$ cat src/rtl/charlie_pkg.sv
// Shared definitions for the Charlie sprite motion controller.
//   state_t      : motion sequencer states
//   MULTIPLIER   : fixed-point scale (1/64 pixel), FRAC_BITS its log2
//   SCREEN_*_MAX : last visible pixel column/row, SPRITE_W sprite width
//   to_fixed()   : pixel -> fixed-point helper
package charlie_pkg;

  typedef enum logic [2:0] {
    GROUND = 3'd0,
    RISE   = 3'd1,
    FALL   = 3'd2,
    HIT    = 3'd3,
    OVER   = 3'd4
  } state_t;

  localparam int MULTIPLIER   = 64;
  localparam int FRAC_BITS    = 6;
  localparam int SCREEN_X_MAX = 639;
  localparam int SCREEN_Y_MAX = 479;
  localparam int SPRITE_W     = 32;

  function automatic logic signed [31:0] to_fixed(input int px);
    return 32'(px * MULTIPLIER);
  endfunction

endpackage

$ cat src/rtl/edge_detect_rise.sv
// Rising-edge detector: one-clk pulse on the clk where `in` is high and
// was low on the previous clk.
//   clk, resetN : clock, async active-low reset
//   in          : level input
//   pulse       : in & ~in(previous clk)
module edge_detect_rise (
  input  logic clk,
  input  logic resetN,
  input  logic in,
  output logic pulse
);

  logic in_d;

  always_ff @(posedge clk or negedge resetN) begin
    if (!resetN) in_d <= 1'b0;
    else         in_d <= in;
  end

  assign pulse = in & ~in_d;

endmodule

$ cat src/rtl/charlie_motion_ctrl.sv
// Player sprite (Charlie) motion controller: walk, jump rise/fall/land,
// hit freeze with respawn, game over. Position kept in 1/64-pixel fixed point.
//   clk, resetN           : clock, async active-low reset
//   startOfFrame          : one-clk frame tick, gates all motion updates
//   key_jump/left/right   : keyboard levels
//   collision             : obstacle hit, level (may last several clks)
//   topLeftX/topLeftY     : sprite top-left in pixels
//   airborne, hit         : in RISE/FALL, in HIT
//   lives_left, game_over : remaining lives, in OVER
//
// state  | meaning
// GROUND | standing on ground, walking, waiting for a jump request
// RISE   | moving up, speed decaying by gravity
// FALL   | moving down until the ground line is reached
// HIT    | frozen for HIT_FRAMES frames after a collision
// OVER   | no lives left, frozen until reset
module charlie_motion_ctrl
  import charlie_pkg::*;
#(
  parameter int INITIAL_X  = 64,
  parameter int GROUND_Y   = 400,
  parameter int X_MAX      = SCREEN_X_MAX - SPRITE_W,
  parameter int X_SPEED    = 128,
  parameter int JUMP_SPEED = 512,
  parameter int GRAVITY    = 32,
  parameter int HIT_FRAMES = 60,
  parameter int LIVES      = 3
) (
  input  logic        clk,
  input  logic        resetN,
  input  logic        startOfFrame,
  input  logic        key_jump,
  input  logic        key_left,
  input  logic        key_right,
  input  logic        collision,
  output logic [10:0] topLeftX,
  output logic [10:0] topLeftY,
  output logic        airborne,
  output logic        hit,
  output logic [1:0]  lives_left,
  output logic        game_over
);

  localparam logic signed [31:0] X_INIT   = to_fixed(INITIAL_X);
  localparam logic signed [31:0] Y_GROUND = to_fixed(GROUND_Y);
  localparam logic signed [31:0] X_LIM    = to_fixed(X_MAX);
  localparam logic signed [31:0] X_STEP   = 32'(X_SPEED);
  localparam logic signed [31:0] V_JUMP   = 32'(-JUMP_SPEED);
  localparam logic signed [31:0] V_GRAV   = 32'(GRAVITY);
  localparam logic [6:0]         HIT_LOAD = 7'(HIT_FRAMES);
  localparam logic [1:0]         LIVES_0  = 2'(LIVES);

  state_t state, state_nx;
  logic signed [31:0] pos_x, pos_x_nx, pos_y, pos_y_nx, y_speed, y_speed_nx;
  logic signed [31:0] x_cand, x_clamped, y_cand, y_speed_g;
  logic [1:0] lives, lives_nx;
  logic [6:0] hit_cnt, hit_cnt_nx;
  logic jump_pend, jump_clr, jump_edge, in_motion;

  edge_detect_rise u_jump_edge (
    .clk    (clk),
    .resetN (resetN),
    .in     (key_jump),
    .pulse  (jump_edge)
  );

  assign in_motion = (state == GROUND) || (state == RISE) || (state == FALL);
  assign y_cand    = pos_y + y_speed;
  assign y_speed_g = y_speed + V_GRAV;

  // Opposing keys cancel; result clamped to the legal X range.
  always_comb begin
    x_cand = pos_x;
    if (key_right && !key_left)      x_cand = pos_x + X_STEP;
    else if (key_left && !key_right) x_cand = pos_x - X_STEP;
    if (x_cand < 0)          x_clamped = '0;
    else if (x_cand > X_LIM) x_clamped = X_LIM;
    else                     x_clamped = x_cand;
  end

  always_comb begin
    state_nx   = state;
    pos_x_nx   = pos_x;
    pos_y_nx   = pos_y;
    y_speed_nx = y_speed;
    lives_nx   = lives;
    hit_cnt_nx = hit_cnt;
    jump_clr   = 1'b0;
    case (state)
      GROUND, RISE, FALL: begin
        // Collision is checked first so it beats a jump or landing on the same clk.
        if (collision) begin
          state_nx   = HIT;
          lives_nx   = (lives != 2'd0) ? lives - 2'd1 : 2'd0;
          hit_cnt_nx = HIT_LOAD;
          jump_clr   = 1'b1;
        end else if (startOfFrame) begin
          pos_x_nx = x_clamped;
          if (state == GROUND) begin
            if (jump_pend) begin
              y_speed_nx = V_JUMP;
              jump_clr   = 1'b1;
              state_nx   = RISE;
            end
          end else if (state == RISE) begin
            pos_y_nx   = y_cand;
            y_speed_nx = y_speed_g;
            if (!y_speed_g[31]) state_nx = FALL;
          end else begin
            if (y_cand >= Y_GROUND) begin
              pos_y_nx   = Y_GROUND;
              y_speed_nx = '0;
              state_nx   = GROUND;
            end else begin
              pos_y_nx   = y_cand;
              y_speed_nx = y_speed_g;
            end
          end
        end
      end
      HIT: begin
        if (startOfFrame) begin
          if (hit_cnt == 7'd1) begin
            hit_cnt_nx = '0;
            if (lives != 2'd0) begin
              pos_x_nx   = X_INIT;
              pos_y_nx   = Y_GROUND;
              y_speed_nx = '0;
              state_nx   = GROUND;
            end else begin
              state_nx = OVER;
              jump_clr = 1'b1;
            end
          end else begin
            hit_cnt_nx = hit_cnt - 7'd1;
          end
        end
      end
      OVER: state_nx = OVER;
      default: state_nx = GROUND;
    endcase
  end

  always_ff @(posedge clk or negedge resetN) begin
    if (!resetN) begin
      state     <= GROUND;
      pos_x     <= X_INIT;
      pos_y     <= Y_GROUND;
      y_speed   <= '0;
      lives     <= LIVES_0;
      hit_cnt   <= '0;
      jump_pend <= 1'b0;
    end else begin
      state   <= state_nx;
      pos_x   <= pos_x_nx;
      pos_y   <= pos_y_nx;
      y_speed <= y_speed_nx;
      lives   <= lives_nx;
      hit_cnt <= hit_cnt_nx;
      // Jump presses are only remembered while Charlie can move.
      if (jump_clr)                    jump_pend <= 1'b0;
      else if (jump_edge && in_motion) jump_pend <= 1'b1;
    end
  end

  assign topLeftX   = 11'(pos_x >>> FRAC_BITS);
  assign topLeftY   = 11'(pos_y >>> FRAC_BITS);
  assign airborne   = (state == RISE) || (state == FALL);
  assign hit        = (state == HIT);
  assign game_over  = (state == OVER);
  assign lives_left = lives;

endmodule

$ cat config.mk
export PLATFORM = sky130hd
export DESIGN_NAME = charlie_motion_ctrl
export DESIGN_NICKNAME = d
export VERILOG_FILES = /design/src/rtl/charlie_pkg.sv /design/src/rtl/edge_detect_rise.sv /design/src/rtl/charlie_motion_ctrl.sv
export SDC_FILE = /design/constraint.sdc
export NUM_CORES = 1
export LEC_CHECK = 0
export CORE_AREA = 2 2 129 131
export DETAILED_ROUTE_END_ITERATION = 6
export DIE_AREA = 0 0 131 133
export GPL_TIMING_DRIVEN = 1
export MAX_ROUTING_LAYER = met4
export PLACE_DENSITY = 0.64
export SYNTH_ARGS = -nofsm -noshare
export SYNTH_HDL_FRONTEND = slang
export SYNTH_SLANG_ARGS = --single-unit
$ cat constraint.sdc
create_clock -name clk -period 5.9 [get_ports clk]
set_clock_uncertainty 0.2 [all_clocks]
set_input_delay 0.59 -clock clk [delete_from_list [all_inputs] [get_ports clk]]
set_output_delay 0.59 -clock clk [all_outputs]
set_load 0.05 [all_outputs]
; ---- Word-level counts from Yosys, hierarchy flattened
; Cells that the tools add are included.
; Widths: inputs -> output; s select.
[word_totals]
regBits = 110
out_inout_bits = 27
[classes]
n_mux = 55
addsub = 6
n_eq_ne = 17
bitwise = 2
order_cmp = 3
reduce_logical = 19
[op_table]
columns = op, count
row1 = $mux 32, 26
row2 = $pmux 32 s2, 3
row3 = $add 32x32->32, 1
row4 = $add 32x7->32 const B, 1
row5 = $add 32x9->32 const B, 1
row6 = $ge 32x16->1 const B, 1
row7 = $gt 32x17->1 const B, 1
row8 = $lt 32x1->1 const B, 1
row9 = $sub 32x9->32 const B, 1
row10 = $mux 3, 10
row11 = $mux 7, 3
row12 = $pmux 7 s2, 1
row13 = $reduce_and 7->1, 2
row14 = $reduce_and 6->1, 2
row15 = $ne 2x2->1 const B, 5
row16 = $ne 5x5->1 const B, 2
row17 = $mux 1, 9
row18 = $pmux 3 s3, 1
row19 = $eq 7x1->1 const B, 1
row20 = $sub 7x1->7 const B, 1
row21 = $eq 3x2->1 const B, 2
row22 = $ne 3x3->1 const B, 2
row23 = $reduce_bool 2->1, 3
row24 = $ne 2x1->1 const B, 2
row25 = 15 further kinds, 20

; ---- Depth between registers and ports, before layout
; Gate-level depths: netlist (run 1).
[logic_depth]
word_depth = 10
ltp_mapped = 13
mapped_depth_nobuf = 12

; ---- Cells and area by module
; Synthesis (run 1) repeated with hierarchy kept, for this count alone.
[unflattened]
hier_cells = 825
hier_area_um2 = 7198.2
[modules_own_cells]
columns = mod, cells_per_inst, area_per_inst_um2, instances
row1 = charlie_motion_ctrl, 823, 7159.4, 1
row2 = edge_detect_rise, 2, 38.8, 1

; ---- Worst setup path before layout (run 1)
; No wires, ideal clock.
[synth_path]
path_type = reg-to-reg
start = register y_speed[12]
end = register y_speed[10]
path_slack_ns = 2.315
required_ns = 5.633
stages_incl_launch_ff = 13
synth_period_minus_slack_ns = 3.585
path_buffers = 2
arrival_ns = 3.318
setup_ns = 0.067
path_cell_list = dfrtp_1 -> ha_1 -> clkbuf_1 -> nand3_1 -> nor4_1 -> o2111ai_1 -> a21o_1 -> a221o_1 -> nor4b_1 -> a21oi_1 -> nor2_1 -> buf_2 -> a221o_1
[synth_between]
elab_chain_len = 8
[synth_lines]
columns = element, line_no
row1 = from (decl), charlie_motion_ctrl.sv:54  ; logic signed [31:0] pos_x, pos_x_nx, pos_y, pos_y_nx, y_speed, y_speed_nx;
row2 = from (signal assigned), charlie_motion_ctrl.sv:157  ; y_speed <= y_speed_nx;
row3 = $add 32x32->32, charlie_motion_ctrl.sv:68  ; assign y_cand = pos_y + y_speed;
row4 = $ge 32x16->1, charlie_motion_ctrl.sv:110  ; if (y_cand >= Y_GROUND) begin
row5 = $mux 32, charlie_motion_ctrl.sv:110
row6 = $mux 32, charlie_motion_ctrl.sv:105  ; end else if (state == RISE) begin
row7 = $mux 32, charlie_motion_ctrl.sv:99  ; if (state == GROUND) begin
row8 = $mux 32, charlie_motion_ctrl.sv:97  ; end else if (startOfFrame) begin
row9 = $mux 32, charlie_motion_ctrl.sv:92  ; if (collision) begin
row10 = $pmux 32 s2, charlie_motion_ctrl.sv:89  ; case (state)
; Every way passes these cells. The select of a mux whose other input is x is not followed.
; A chain may end at the register's enable or synchronous reset.

; ---- Worst setup path after layout (run 1)
[layout_path]
start = register y_speed[8]
end = register y_speed[12]
[layout_between]
elab_chain_len = 8
word_cells_on_any_way = 9
cone_classes = add/sub: 2 / order compare: 1 / mux: 6
[layout_lines]
columns = element, line_no
row1 = $add 32x32->32, charlie_motion_ctrl.sv:68
row2 = $ge 32x16->1, charlie_motion_ctrl.sv:110
row3 = $mux 32, charlie_motion_ctrl.sv:110
row4 = $mux 32 (*), charlie_motion_ctrl.sv:105
row5 = $mux 32 (*), charlie_motion_ctrl.sv:99
row6 = $mux 32 (*), charlie_motion_ctrl.sv:97
row7 = $mux 32 (*), charlie_motion_ctrl.sv:92
row8 = $pmux 32 s2 (*), charlie_motion_ctrl.sv:89
; Mark *: on every way between the ends. The rest lies on a longest branch, timed or not. The select of a mux whose other input is x is not followed.

==> results of run 1 <==
[logic make-up after synthesis]
group	after synthesis	share of synthesized area [%]
muxes	4	0.602
and+or+nand+nor	346	25.5
adders and majority gates	31	5.49
AOI/OAI and AO/OA	264	25.4
xor gates and xnor gates	34	4.22
DFF	93	33.0
buffers and inverters	82	5.76
[synthesized netlist by cell type, types with 8 or more instances]
cell and number:
dfrtp_1 87, nand2_1 78, o21ai_0 69, nor2_1 60
a21oi_1 51, clkbuf_1 38, nor3_1 33, ha_1 31
nand3_1 27, and3_1 25, nor2b_1 25, a221o_1 24
buf_4 23, and2_1 22, xnor2_1 20, inv_1 16
nand4_1 16, xor2_1 14, nor4_1 12, a22o_1 11
a31oi_1 10, a21o_1 9, or3_1 8
[registers in the layout, summed over array words and instances, names as in the netlist]
signal and flops:
u_jump_edge.in_d 1, jump_pend 1, pos_y 27, pos_x 25
y_speed 27, hit_cnt 7, lives_left 2, state 3
[worst max-delay path by stage]
stage | start | to | slack, ns | depth (start not counted)
2_1_floorplan | y_speed[12] | y_speed[10] | 2.32 | 12
3_3_place_gp | y_speed[8] | y_speed[15] | 1.43 | 13
3_5_place_dp | y_speed[8] | y_speed[19] | 1.36 | 13
4_1_cts | y_speed[8] | y_speed[12] | 1.34 | 13
5_1_grt | y_speed[6] | y_speed[21] | 0.89 | 13
6_report | y_speed[8] | y_speed[12] | 1.24 | 13
[layer usage]
layer,wire (um),vias to the layer above
met5,0,-
met4,489,0
met3,1020,32
met2,8720,220
met1,8680,3102
li1,-,3170
[per-stage QoR]
step	hold slack, ns	total power, W	util (%)
global route	0.294	0.00407	47.6
global placement	0.261	0.00319	45.8
detailed placement	0.267	0.00319	45.8
floorplan	0.0944	0.00265	-
finish	0.274	0.00378	47.6
CTS	0.277	0.00378	47.6
[final cells by class]
cell class                 instances  area share, %
clock buffer                       9           2.93
multi-input combinational        679           56.3
sequential                        93           30.3
inverter                          16          0.780
clock inverter                     7          0.715
timing repair buffer              44           5.37
tap                              220           3.58
[power groups by stage]
stage	registers [W]	clock network, W	logic, W
global route	0.00109	0.000616	0.00236
detailed placement	0.00106	0	0.00213
finish	0.00106	0.000568	0.00215
global placement	0.00106	0	0.00213
floorplan	0.000968	0	0.00169
CTS	0.00106	0.000587	0.00214
[critical path, stage by stage (launching register included)]
cell and delay [ns]:
dfrtp_1 0.45, ha_1 0.37, nand3_1 0.13, o221a_2 0.30, nor4_1 0.62, o2111ai_1 0.29, a21o_1 0.24, a221o_1 0.37
nor4b_1 0.28, a21oi_1 0.11, buf_4 0.24, nor2_1 0.50, buf_4 0.32, a221o_1 0.17
==> results.md, run 1 <==
- Status: finished, final reports clean
- Buffer count from post-CTS setup fixing: 0
- Power per cell area: 491 mW/mm2
- Most common cell after layout, fill and taps aside: dfrtp_1
- Cell type contributing the most total cell area after synthesis: dfrtp_1
- Post_cts resized: 0
- TNS Setup: 0 ns
- M2 GR Usage: 34.5%
- Die extent in x: 131 um
- Final hold violation count: 0
- Share of power burned in registers: 28.1%
- Number of remaining DRC errors: 0
- Static leakage: 3.22 nW
- Setup repair after global routing missed its margin: false
- Number of ports placed on the die boundary: 34
- Pre-CTS worst setup slack: 1.36 ns
- Critical hold path startpoint: lives_left[1]
- Non-filler cells, final: 1068
- Core Rows: 47
- CTS tree: yes
- Worst setup path class: reg2reg
- Routed wire per std cell: 17.7 um
- Part of the power in combinational logic: 56.9%
- Most Used Layer, Global Route: met2
- Number of flops mapped to enable cells by yosys: 0
- Grt ovf: 0
- Ys flop type: dfrtp_1
- Crit path arrival time: 4.75 ns
- Growth of design area from synthesis to finish: 8.93%
- Core region area: 0.0162 mm2
- Share of total power in the clock network: 15.0%
- Share of the synthesized area in the top cell type: 30.8%
- Number of cells traversed by the worst register-to-register path: 13
- Antenna Violating Nets Remaining: 0
- Reg-to-reg critical path endpoint: y_speed[12]
- CTS Sinks: 93
- Starting density of the core: 43.7%
- Final clock period utilization by the worst path: 78.9%
- CTS root buffer: clkbuf_16
- Number of inserted filler cells in the final layout: 1570
- Minimum clock period after layout: 4.66 ns
- Area of all placed cells without fillers: 0.00769 mm2
- Cell internal pwr: 0.00193 W
- Hold crit path type: reg2reg
- CP endpoint kind: flip-flop
- Total clock buffers created by CTS: 9
- Vias post-DR: 6524
- Drt via density: 6.11
- Cell count after placement: 1051
- Top library cells by usage in the layout, fill and taps aside: dfrtp_1, nand2_1, o21ai_0
- Total of flip-flops plus latches after synthesis: 93
- Ranking of synthesized cells by area: dfrtp_1, ha_1, o21ai_0, nand2_1, a21oi_1
- Number of antenna cells inserted: 0
- Detail Placement HPWL: 13700 um
- Worst min-delay path endpoint: lives_left[0]
- Slew @ Worst Pin: 0.842 ns
- Height of the die: 133 um
- CTS Hold Buffers Added: 1
- Synthesized net count: 892
- Maximum Capacitance Violations: 0
- Minimum setup slack in the final design: 1.24 ns
- Total area of multi-input combinational cells: 0.00433 mm2
- Overall routing resource usage: 22.9%
- Die Area: 0.0174 mm2
- Number of failing setup endpoints in the final timing report: 0
- Distinct cells, synth: 71
- Max Buffers Root-to-Sink: 2
- Iteration-0 DRC Markers: 530
- Fraction of layout instances using a drive strength above 1: 6.01%
- Power spent charging and discharging nets: 0.00185 W
- Post-synthesis instance area: 0.00706 mm2
- Origin of the critical flop-to-flop path: y_speed[8]
- Latest clock arrival within the worst-skew pair: 0.36 ns
- Gate count of the mapped netlist: 854
- Warnings from Yosys: 0
- Total Nets Final: 881
- Clock transition time at the flip-flop clock pins of the worst setup and hold paths: 0.07 ns
- Via count of the first global-routing pass: 6017
- Per-instance average area after synthesis: 8.27 um2
- Number of pins exceeding their max-slew limit in the final report: 0
- Async set-reset flop share out of synthesis: 100%
- Critical-path maximum fanout: 25
- Net switching share of the total power: 49.1%
- Placement-stage cell area: 0.00740 mm2
- Normalized max-slew margin: 43.9%
- DR pass1 iterations: 5
- Routing usage on met1: 31.4%
- Hold Path Cell Cnt: 2
- CTS HTree Levels: 3
- Max frequency: 215 MHz
- Met3 Resource Use GR: 3.68%
- Setup crit start kind: flip-flop
- Wire length of the first global-routing pass: 30900 um
- Initial antenna violation count: 0
- Fraction of the yosys area taken by sequential cells: 33.0%
- Routed Wire Length: 18900 um
- Worst endpoint required time: 6.00 ns
- Total area of sequential cells: 0.00233 mm2
- Placer congestion estimate: 0.923
- Number of buffers added on ports: 33
- Maximum vdd drop: 0.000296 V
- Maximum number of pins on one net before global-route repair: 68
- Setup slack of the most critical reg-to-reg path: 1.24 ns
Power figures use the tool's default switching activity.
==> run 2, diff against run 1 <==
==> constraint.sdc (replaced) <==
create_clock -name clk -period 4.4 [get_ports clk]
set_clock_uncertainty 0.2 [all_clocks]
set_input_delay 0.44 -clock clk [delete_from_list [all_inputs] [get_ports clk]]
set_output_delay 0.44 -clock clk [all_outputs]
set_load 0.05 [all_outputs]
==> run 2 against run 1 <==
Non-clock buffer count rose by 6. Via count rose by 0.23%. Critical path type unchanged. Cell count rose by 0.56%. Die area did not move. Final area rose by 0.72%. Sequential share of layout area fell by 0.22 points. Sequential cell count did not move. Count of clock-buffer cells in the layout rose by 1. Register-to-register slack got worse by 0.84 ns. First-iteration DRC count fell by 6.8%. Setup slack got worse by 0.84 ns. Total power rose by 35%.
==> results.md, run 2 (same netlist as run 1, synthesis figures left out) <==
- Most Used Layer, Global Route: met2
- Number of inserted filler cells in the final layout: 1562 (-0.51%)
- Setup repair after global routing missed its margin: false
- Met3 Resource Use GR: 3.19% (-0.49 points)
- Worst endpoint required time: 4.49 ns (-1.51 ns)
- Latest clock arrival within the worst-skew pair: 0.35 ns (about the same)
- Core region area: 0.0162 mm2 (unchanged)
- Height of the die: 133 um (unchanged)
- Hold crit path type: reg2reg
- DR pass1 iterations: 5 (unchanged)
- Number of ports placed on the die boundary: 34 (unchanged)
- Top library cells by usage in the layout, fill and taps aside: dfrtp_1, nand2_1, o21ai_0
- Fraction of layout instances using a drive strength above 1: 6.79% (+0.78 points)
- TNS Setup: 0 ns (unchanged)
- Crit path arrival time: 4.08 ns (-0.67 ns)
- Worst setup path class: reg2reg
- Slew @ Worst Pin: 0.982 ns (+0.140 ns)
- Die Area: 0.0174 mm2 (unchanged)
- CTS Sinks: 93 (unchanged)
- Starting density of the core: 43.7% (unchanged)
- Pre-CTS worst setup slack: 0.267 ns (-1.09 ns)
- Minimum clock period after layout: 3.99 ns (-0.662 ns)
- CTS root buffer: clkbuf_16
- Wire length of the first global-routing pass: 31700 um (+2.7%)
- Routed Wire Length: 18800 um (-0.41%)
- Number of failing setup endpoints in the final timing report: 0 (unchanged)
- Via count of the first global-routing pass: 6245 (+3.8%)
- Most common cell after layout, fill and taps aside: dfrtp_1
- M2 GR Usage: 35.2% (+0.72 points)
- Initial antenna violation count: 0 (unchanged)
- Final hold violation count: 0 (unchanged)
- CTS HTree Levels: 3 (unchanged)
- CTS tree: yes
- Critical-path maximum fanout: 21 (-16%)
- Clock transition time at the flip-flop clock pins of the worst setup and hold paths: 0.07 ns (about the same)
- Post-layout power: 0.00512 W (+35%)
- Number of antenna cells inserted: 0 (unchanged)
- Total Nets Final: 887 (+0.68%)
- Total area of multi-input combinational cells: 0.00434 mm2 (+0.14%)
- Die extent in x: 131 um (unchanged)
- Setup crit start kind: flip-flop
- Final clock period utilization by the worst path: 90.8% (+12 points)
- Non-filler cells, final: 1074 (+0.56%)
- Drt via density: 6.09 (-0.33%)
- Iteration-0 DRC Markers: 494 (-6.8%)
- Detail Placement HPWL: 13700 um (+0.47%)
- Number of buffers added on ports: 33 (unchanged)
- Total clock buffers created by CTS: 9 (unchanged)
- Status: finished, final reports clean
- Growth of design area from synthesis to finish: 9.71%
- Routed wire per std cell: 17.5 um (-0.96%)
- CP endpoint kind: flip-flop
- Number of pins exceeding their max-slew limit in the final report: 0 (unchanged)
- Worst hold slack: 0.266 ns (-0.00751 ns)
- Vias post-DR: 6539 (+0.23%)
- Maximum Capacitance Violations: 0 (unchanged)
- Minimum setup slack in the final design: 0.406 ns (-0.838 ns)
- Routing usage on met1: 32.6% (+1.2 points)
- Maximum number of pins on one net before global-route repair: 62 (-8.8%)
- Max Buffers Root-to-Sink: 2 (unchanged)
- Top Registers: pos_y: 27 flops, y_speed: 27 flops, pos_x: 25 flops
- Antenna Violating Nets Remaining: 0 (unchanged)
- Cell count after placement: 1057 (+0.57%)
- Total area of sequential cells: 0.00233 mm2 (unchanged)
- Power per cell area: 661 mW/mm2 (+34%)
- Max frequency: 250 MHz (+17%)
- Overall routing resource usage: 23.3% (+0.45 points)
- Maximum vdd drop: 0.000350 V (+18%)
- Static leakage: 3.26 nW (+1.1%)
- Placer congestion estimate: 0.952 (+3.2%)
- Number of remaining DRC errors: 0 (unchanged)
- Core Rows: 47 (unchanged)
- Grt ovf: 0 (unchanged)
- Normalized max-slew margin: 34.3% (-9.6 points)
## run 2: changes by cell type in the layout (fill, tap and decap cells not counted), sizes merged
| cell | change |
|---|---|
| buf | +6 |
| clkbuf | +1 |
| clkinv | +2 |
| clkinvlp | -1 |
| inv | -2 |
## run 2: final cells by class
type	instances	area share, %
clock buffers	10	3.08
clock inverters	6	0.581
inverters	16	0.775
multi-input cells	679	56.0
flip-flops and latches	93	30.1
well taps	220	3.55
repair buffers	50	5.91
## run 2: what timing repair did
action | in CTS | in global routing
buffers inserted | 0 | 0
hold buffers | 1 | 0
setup endpoints to repair | 0 | 1
hold endpoints to repair | 3 | 0
gates resized for setup | 0 | 1
## run 2: power breakdown
part           switching (W)  internal [W]  total (W)
Sequential          0.000318       0.00110    0.00142
Clock               0.000358      0.000403   0.000761
Combinational        0.00182       0.00111    0.00294
## run 2: worst paths after layout
check	from	to	slack (ns)	depth (start not counted)
setup reg to reg	y_speed[6]	y_speed[29]	0.41	12
setup / recovery	y_speed[6]	y_speed[29]	0.41	12
hold / removal	lives_left[1]	lives_left[0]	0.27	2
hold reg to reg	lives_left[1]	lives_left[0]	0.27	2
max in group asynchronous	resetN	pos_y[14]	2.53	3
min in group asynchronous	resetN	hit_cnt[3]	0.50	2
## run 2: worst max-delay path: stages (launching register included)
cell and delay, ns:
dfrtp_1 0.42, ha_1 0.31, a21oi_1 0.40, o22ai_1 0.27
a211oi_1 0.48, o21ai_0 0.20, xnor2_1 0.29, o211ai_1 0.24
nor4b_1 0.36, a21oi_1 0.14, nor2_1 0.12, buf_4 0.28
a221o_1 0.21
## run 2: layer usage
metal	part of all wire (%)	routed length, um
met1	47	8810
met2	46	8720
met3	4.9	920
met4	2.0	385
met5	0	0
## run 2: stage by stage
stage | utilization, % | instance area, um2
6_report | 47.9 | 7750
5_1_grt | 47.9 | 7750
3_5_place_dp | 46.1 | 7450
4_1_cts | 47.9 | 7740
2_1_floorplan | - | 7060
3_3_place_gp | 46.1 | 7450
==> RTL edit (settings of run 2) <==
Register the outputs `topLeftX`, `topLeftY`, `airborne`, `hit` and `game_over`, with the module's reset; this adds one clock of latency there. The other outputs are not delayed to match.
--- a/src/rtl/charlie_motion_ctrl.sv
+++ b/src/rtl/charlie_motion_ctrl.sv
@@ -165,7 +165,17 @@
 
-  assign topLeftX   = 11'(pos_x >>> FRAC_BITS);
-  assign topLeftY   = 11'(pos_y >>> FRAC_BITS);
-  assign airborne   = (state == RISE) || (state == FALL);
-  assign hit        = (state == HIT);
-  assign game_over  = (state == OVER);
+  always_ff @(posedge clk or negedge resetN) begin
+    if (!resetN) begin
+      topLeftX  <= '0;
+      topLeftY  <= '0;
+      airborne  <= '0;
+      hit       <= '0;
+      game_over <= '0;
+    end else begin
+      topLeftX  <= 11'(pos_x >>> FRAC_BITS);
+      topLeftY  <= 11'(pos_y >>> FRAC_BITS);
+      airborne  <= (state == RISE) || (state == FALL);
+      hit       <= (state == HIT);
+      game_over <= (state == OVER);
+    end
+  end
   assign lives_left = lives;
Function: changed (a bounded check fails within 4 cycles, from zero or initial values and one cycle with resetN low).
==> RTL edit against run 2 <==
- sequential share of layout area increased by 2.3 points
- highest routed layer unchanged
- design area up 18%
- critical path type unchanged
- count of clock-buffer cells in the layout increased by 8
- cell count increased by 11%
- first-iteration DRC count rose by 26%
- setup slack worse by 0.14 ns
- total power increased by 45%
- sequential cell count increased by 25
- critical endpoint is now y_speed[5]$_DFFE_PN0P_
- sequential power grew 28%
- wire length grew 9.3%
- synthesized area increased by 12%
==> RTL edit: results (changes against run 2) <==
[logic_synthesis]
synth-compound-area-share=0.246  ; was 0.254
synthTopCellsByArea=dfrtp_1 36%, nand2_1 5.1%, ha_1 4.9%  ; was dfrtp_1 31%, ha_1 5.5%, o21ai_0 4.9%
ys_types=83  ; was 71
synth_fa_ha_area_frac=0.0492  ; was 0.0549
synth_nets=970  ; was 892
yosysSeqAreaShare=0.376  ; was 0.330
synthMuxAreaShare=0.00969  ; was 0.00602
synth_top_area_frac=0.356  ; was 0.308
avgSynthCellArea_sq_um=8.45  ; was 8.27 sq um
synth-xor-area-share=0.0322  ; was 0.0422
synthTopCellsByCount=112 x dfrtp_1, 108 x nand2_1, 76 x nor2_1  ; was 87 x dfrtp_1, 78 x nand2_1, 69 x o21ai_0

[layout]
final_area_sq_um=9130  ; was 7750 sq um
drive_gt1_frac=0.106  ; was 0.0679
fillCellCount=1488  ; was 1562

[grt]
grtUsageTotal=0.253  ; was 0.233
grt_max_degree=53  ; was 62
grt_pass1_vias=6480  ; was 6245

[clock_network]
htreeDepth=4  ; was 3
cts_made_buffers=17  ; was 9
clk_latency_ns=0.42  ; was 0.35 ns

[pwr]
seq_power_share=0.245  ; was 0.277
pg_comb_uw=4170  ; was 2940 uW
power_switching_uw=3490  ; was 2500 uW
ir_drop_mv=0.489  ; was 0.350 mV

[worst_setup_path]
crit_family=simple AND/OR/NAND/NOR gates  ; was compound AO/OA/AOI/OAI gates
worst-path-max-fanout=31  ; was 21
reg2reg_to=y_speed[5]$_DFFE_PN0P_  ; was y_speed[29]$_DFFE_PN0P_
r2r_start=y_speed[14]$_DFFE_PN0P_  ; was y_speed[6]$_DFFE_PN0P_
slowest_delay_ns=0.55  ; was 0.48 ns
cpMaxStageDelayCell=or4_4  ; was a211oi_1
cp.arrival_ns=4.30  ; was 4.08 ns
rrSetupSlack_ns=0.26  ; was 0.41 ns

[status]
status=complete, no violations  ; unchanged

[timing]
period_needed_ns=4.14  ; was 3.99 ns
worst_pin_slew_ns=0.797  ; was 0.982 ns

[drt]
drtIter0Drc=621  ; was 494
wl_per_cell_microns=17.3  ; was 17.5 microns
viasPerCell=5.98  ; was 6.09

[placed_design]
place_hpwl_mm=15.1  ; was 13.7 mm
gp_congestion=0.965  ; was 0.952

[hold_path]
hold-path-endpoint=topLeftX[0]$_DFF_PN0_  ; was lives_left[0]$_DFFE_PN1P_

[RTL edit: changes by cell type in the layout (fill, tap and decap cells not counted), sizes merged, moves of 8 or more]
cell / delta
and3: -12
a221o: -21
o21ai: -8
nor2b: -15
buf: +12
a21oi: +21
clkbuf: +8
dfrtp: +25
o31ai: +15
nand2: +30
nand3: +18
nor3: -8
nor2: +16
[RTL edit: area by class of cell]
cell class                      instances  share of cell area
Multi-Input combinational cell        737               0.507
Sequential cell                       118               0.324
Timing Repair Buffer                   62              0.0614
Clock buffer                           18              0.0470
Tap cell                              220              0.0301
Clock inverter                         13              0.0199
Inverter                               24             0.00987
[RTL edit: routing by layer]
metal | part of all wire | global-route usage
met1 | 0.49 | 0.359
met2 | 0.45 | 0.368
met3 | 0.054 | 0.0465
met4 | 0.016 | 0.0757
met5 | 0 | -
[RTL edit: timing repair]
item | in CTS | in global routing
hold buffers | 1 | 0
endpoints found under the hold margin | 45 | 0
resized for setup | 0 | 8
setup endpoints to repair | 0 | 3
